--- src/rtl/decoder_share_arbiter.sv ---
// rtl/decoder_share_arbiter.sv - round-robin sharing of one combinational code-converter decoder
module decoder_share_arbiter #(
  parameter int NUM_REQ = 4,
  parameter int CODE_W  = 4,
  parameter int SETTLE  = 2
) (
  input  logic                         clk,
  input  logic                         rst_n,
  input  logic [NUM_REQ-1:0]           req,
  input  logic [NUM_REQ*CODE_W-1:0]    req_code,
  output logic [NUM_REQ-1:0]           gnt,
  output logic [CODE_W-1:0]            dec_in,
  input  logic [CODE_W-1:0]            dec_out,
  output logic                         rsp_valid,
  output logic [CODE_W-1:0]            rsp_data,
  output logic [$clog2(NUM_REQ)-1:0]   rsp_id,
  input  logic                         rsp_ack,
  output logic                         busy
);

  localparam int ID_W  = $clog2(NUM_REQ);
  localparam int CNT_W = (SETTLE > 1) ? $clog2(SETTLE) : 1;

  typedef enum logic [1:0] {
    S_IDLE   = 2'd0,
    S_SETTLE = 2'd1,
    S_RESP   = 2'd2
  } state_t;

  state_t              r_state;
  state_t              w_state_nxt;
  logic [ID_W-1:0]     r_ptr;
  logic [ID_W-1:0]     r_id;
  logic [CNT_W-1:0]    r_cnt;
  logic [CODE_W-1:0]   r_dec_in;
  logic [CODE_W-1:0]   r_rsp_data;
  logic                w_found;
  logic [ID_W-1:0]     w_winner;
  logic [ID_W-1:0]     w_ptr_nxt;

  // Rotating priority search: first requester at or after the pointer, wrapping modulo NUM_REQ.
  // Scanning offsets from highest to lowest lets the closest one overwrite the others.
  always_comb begin
    int v_idx;
    w_found  = 1'b0;
    w_winner = '0;
    v_idx    = 0;
    for (int k = NUM_REQ - 1; k >= 0; k--) begin
      v_idx = int'(r_ptr) + k;
      if (v_idx >= NUM_REQ) begin
        v_idx = v_idx - NUM_REQ;
      end
      if (req[v_idx]) begin
        w_found  = 1'b1;
        w_winner = ID_W'(v_idx);
      end
    end
  end

  // Pointer moves to the requester just after the one served, wrapping for any NUM_REQ.
  always_comb begin
    w_ptr_nxt = (r_id == ID_W'(NUM_REQ - 1)) ? '0 : r_id + ID_W'(1);
  end

  // State register.
  always_ff @(posedge clk or negedge rst_n) begin
    if (!rst_n) begin
      r_state <= S_IDLE;
    end else begin
      r_state <= w_state_nxt;
    end
  end

  // Next-state logic: IDLE -> SETTLE -> RESP -> IDLE; no grant on the ack edge.
  always_comb begin
    w_state_nxt = r_state;
    case (r_state)
      S_IDLE:   if (w_found)        w_state_nxt = S_SETTLE;
      S_SETTLE: if (r_cnt == '0)    w_state_nxt = S_RESP;
      S_RESP:   if (rsp_ack)        w_state_nxt = S_IDLE;
      default:                      w_state_nxt = S_IDLE;
    endcase
  end

  // Transaction datapath: latch winner and its code at grant, capture decoder after settling.
  always_ff @(posedge clk or negedge rst_n) begin
    if (!rst_n) begin
      r_ptr      <= '0;
      r_id       <= '0;
      r_cnt      <= '0;
      r_dec_in   <= '0;
      r_rsp_data <= '0;
    end else begin
      case (r_state)
        S_IDLE: begin
          if (w_found) begin
            r_id     <= w_winner;
            r_dec_in <= req_code[int'(w_winner)*CODE_W +: CODE_W];
            r_cnt    <= CNT_W'(SETTLE - 1);
          end
        end
        S_SETTLE: begin
          if (r_cnt != '0) begin
            r_cnt <= r_cnt - CNT_W'(1);
          end else begin
            r_rsp_data <= dec_out;
          end
        end
        S_RESP: begin
          if (rsp_ack) begin
            r_ptr <= w_ptr_nxt;
          end
        end
        default: begin
          r_cnt <= '0;
        end
      endcase
    end
  end

  // Outputs decoded from state; grant is held for the whole transaction.
  always_comb begin
    gnt       = '0;
    busy      = (r_state != S_IDLE);
    rsp_valid = (r_state == S_RESP);
    if (r_state != S_IDLE) begin
      gnt[r_id] = 1'b1;
    end
  end

  assign dec_in   = r_dec_in;
  assign rsp_data = r_rsp_data;
  assign rsp_id   = r_id;

endmodule
--- config.mk ---
export PLATFORM = sky130hd
export DESIGN_NAME = decoder_share_arbiter
export DESIGN_NICKNAME = d
export VERILOG_FILES = /design/src/rtl/decoder_share_arbiter.sv
export SDC_FILE = /design/constraint.sdc
export NUM_CORES = 1
export LEC_CHECK = 0
export ABC_CLOCK_PERIOD_IN_PS = 2100
export CAP_MARGIN = 20
export CORE_ASPECT_RATIO = 1.5
export CORE_UTILIZATION = 36
export CTS_CLUSTER_SIZE = 14
export DETAILED_ROUTE_END_ITERATION = 10
export PLACE_DENSITY = 0.77
export SKIP_CTS_REPAIR_TIMING = 1
export SLEW_MARGIN = 0
export SYNTH_ARGS = -nofsm -noshare
export SYNTH_HDL_FRONTEND = slang
export SYNTH_SLANG_ARGS = --single-unit
--- constraint.sdc ---
create_clock -name clk -period 2.1 [get_ports clk]
set_clock_uncertainty 0.2 [all_clocks]
set_input_delay 0.21 -clock clk [delete_from_list [all_inputs] [get_ports clk]]
set_output_delay 0.21 -clock clk [all_outputs]
set_load 0.01 [all_outputs]
==> impl_metrics.env <==
export IMPL_outcome="complete, no violations"
export IMPL_initial_core_util=0.386
export IMPL_hold_viol=0
export IMPL_path_class="reg2reg"
export IMPL_clockBufferDepth=2
export IMPL_gp_congestion=0.771
export IMPL_syn_avg_cell_area_sq_um=11.5
export IMPL_layout_common_cells="clkdlybuf4s50_1 (40), dfrtp_1 (13), buf_4 (8)"
export IMPL_ys_async_sr_fraction=1.00
export IMPL_drive_above_1_share=0.231
export IMPL_maxCapViolCount=0
export IMPL_synth_edf_count=0
export IMPL_yosysWarnings=0
export IMPL_cts_buffers=3
export IMPL_htree_num_levels=1
export IMPL_tightest_slew_ns=0.699
export IMPL_routedWlPerCell_um=13.9
export IMPL_end_kind="flop"
export IMPL_layout_commonest_cell="clkdlybuf4s50_1"
export IMPL_vias_per_cell=5.16
export IMPL_nNetsFinal=162
export IMPL_synth_top_area_cell="dfrtp_1"
export IMPL_hold_class="in2async"
export IMPL_maxSlewViolCount=0
export IMPL_power_leakage_nw=0.656
export IMPL_totalWireLength_um=2130
export IMPL_start_kind="flop"
export IMPL_grt_max_degree=16
export IMPL_via_count=789
export IMPL_die_width_um=42.4
export IMPL_netlist_instances=77
export IMPL_dieArea_sq_mm=0.00266
export IMPL_die_h_um=62.7
export IMPL_yosysTopAreaCellShare=0.425
export IMPL_crit_arrival_ns=1.98
export IMPL_core_area_sq_mm=0.00229
export IMPL_drtAntennaViolNets=0
export IMPL_clk_latency_ns=0.28
export IMPL_ys_flop_type="dfrtp_1"
export IMPL_netlist_area_sq_um=883
export IMPL_whs_ns=0.136
export IMPL_seq_area_frac_synth=0.425
export IMPL_area_growth_pct=61.9
export IMPL_crit_path_max_fanout=7
export IMPL_fmax_ghz=0.498
export IMPL_clk_pin_slew_ns=0.10
export IMPL_cts_sinks=15
export IMPL_slowest_stage="dfrtp_2"
export IMPL_grt_pass1_wl_um=3510
export IMPL_required_ns=2.08
export IMPL_cp_num_buf_inv=1
export IMPL_root_buffer="clkbuf_4"
export IMPL_antenna_found_initial=0
export IMPL_numPortBuffers=42
export IMPL_overflow=0
export IMPL_n_antenna_cell=0
export IMPL_slew_headroom=0.533
export IMPL_drt_pass1_iter_count=4
export IMPL_synth_fp_nets=108
export IMPL_drc=0
export IMPL_period_share=0.956
export IMPL_ios=43
export IMPL_synth_area_top_cells="dfrtp_1 (42%), mux2_2 (7.6%), ha_1 (5.7%)"
export IMPL_report_final_setup_viol=0
export IMPL_yosys_register_bits=15
export IMPL_drt_initial_drc_count=14
export IMPL_fin_crit_ns=2.01
export IMPL_p_per_area_mw_per_mm2=1240
export IMPL_post_route_util=0.626
export IMPL_rows=21
export IMPL_grtUsageTotal=0.170
export IMPL_ys_types=26
export IMPL_slowest_delay_ns=0.46
export IMPL_tritoncts="done"
export IMPL_critPathTopFamily="simple AND/OR/NAND/NOR gates"
export IMPL_ir_worst_vdd_mv=0.597
export IMPL_cp_cell_sequence="or3b_1 > o221ai_4 > buf_4 > mux2i_1 > nor3_1 > a221o_1"
export IMPL_first_global_vias=816
cells in the mapped netlist, types with 2 or more instances:
cell type	number
mux2_4	3
a21o_1	2
o21ai_0	2
nor3_1	4
inv_1	6
nor2b_1	5
nor2_1	2
a221o_1	2
a211oi_2	2
nand2_1	4
mux2i_1	5
dfrtp_1	15
ha_1	4
a21oi_1	4
mux2_2	6
cells by family after synthesis:
group	count (synthesis)	share of synthesized area
adder cells (fa/ha/maj)	4	0.0567
AO/OA/AOI/OAI	18	0.177
multiplexers	14	0.184
flip-flops	15	0.425
AND/OR/NAND/NOR	19	0.126
buffers and inverters	7	0.0312
per-stage QoR:
step / instances / worst slack (ns) / power [mW] / cell area, sq um / TNS (ns)
final: 153 / 0.0927 / 1.77 / 1430 / 0
after floorplan: 77 / 0.148 / 1.09 / 883 / 0
after CTS: 153 / -0.0783 / 1.78 / 1420 / -0.346
after detailed placement: 149 / -0.193 / 1.61 / 1390 / -0.653
after global routing: 153 / -0.00479 / 1.90 / 1430 / -0.00479
after global placement: 149 / -0.149 / 1.56 / 1390 / -0.423
where the power goes:
part           internal [mW]  switching, mW  leakage [nW]  total (mW)
Combinational          0.615          0.419         0.461        1.03
Sequential             0.437          0.136         0.177       0.572
Clock                 0.0705         0.0956        0.0177       0.166
Total                   1.12          0.651         0.656        1.77
layer usage:
metal / up-vias / wire length (um) / part of all wire / track usage
met5: - / 0 / 0 / 0
met1: 373 / 809 / 0.38 / 0.181
met2: 28 / 1230 / 0.58 / 0.335
met3: 2 / 76 / 0.036 / 0.0173
li1: 386 / - / - / -
met4: 0 / 11 / 0.0052 / 0.0469
final cells by class:
class | count | area (sq um)
inverters | 6 | 22.5
flip-flops and latches | 15 | 378
multi-input cells | 55 | 488
clock inverters | 1 | 5.00
repair buffers | 50 | 485
fillers | 212 | 856
well taps | 23 | 28.8
clock buffers | 3 | 22.5
registers in the layout (all words and copies together), names as in the netlist:
| signal | count |
|---|---|
| dec_in | 4 |
| rsp_data | 4 |
| r_ptr | 2 |
| r_state | 2 |
| rsp_id | 2 |
| r_cnt | 1 |
final timing paths:
path                                              start                       to  slack, ns  depth (start not counted)
worst max-delay path               r_ptr[1]$_DFFE_PN0P_    dec_in[3]$_DFFE_PN0P_       0.09                          6
worst min-delay path                              rst_n  rsp_data[3]$_DFFE_PN0P_       0.14                          1
worst max register to register     r_ptr[1]$_DFFE_PN0P_    dec_in[3]$_DFFE_PN0P_       0.09                          6
worst min register to register  rsp_data[2]$_DFFE_PN0P_  rsp_data[2]$_DFFE_PN0P_       0.32                          1
max in group asynchronous                         rst_n    rsp_id[0]$_DFFE_PN0P_       1.06                          1
min in group clk                rsp_data[2]$_DFFE_PN0P_  rsp_data[2]$_DFFE_PN0P_       0.32                          1
worst register-to-register path, stage by stage (launching register included):
cell and delay, ns:
dfrtp_2 0.46, or3b_1 0.44, o221ai_4 0.15, buf_4 0.18
mux2i_1 0.17, nor3_1 0.06, a221o_1 0.26
(Power assumes the default switching activity.)
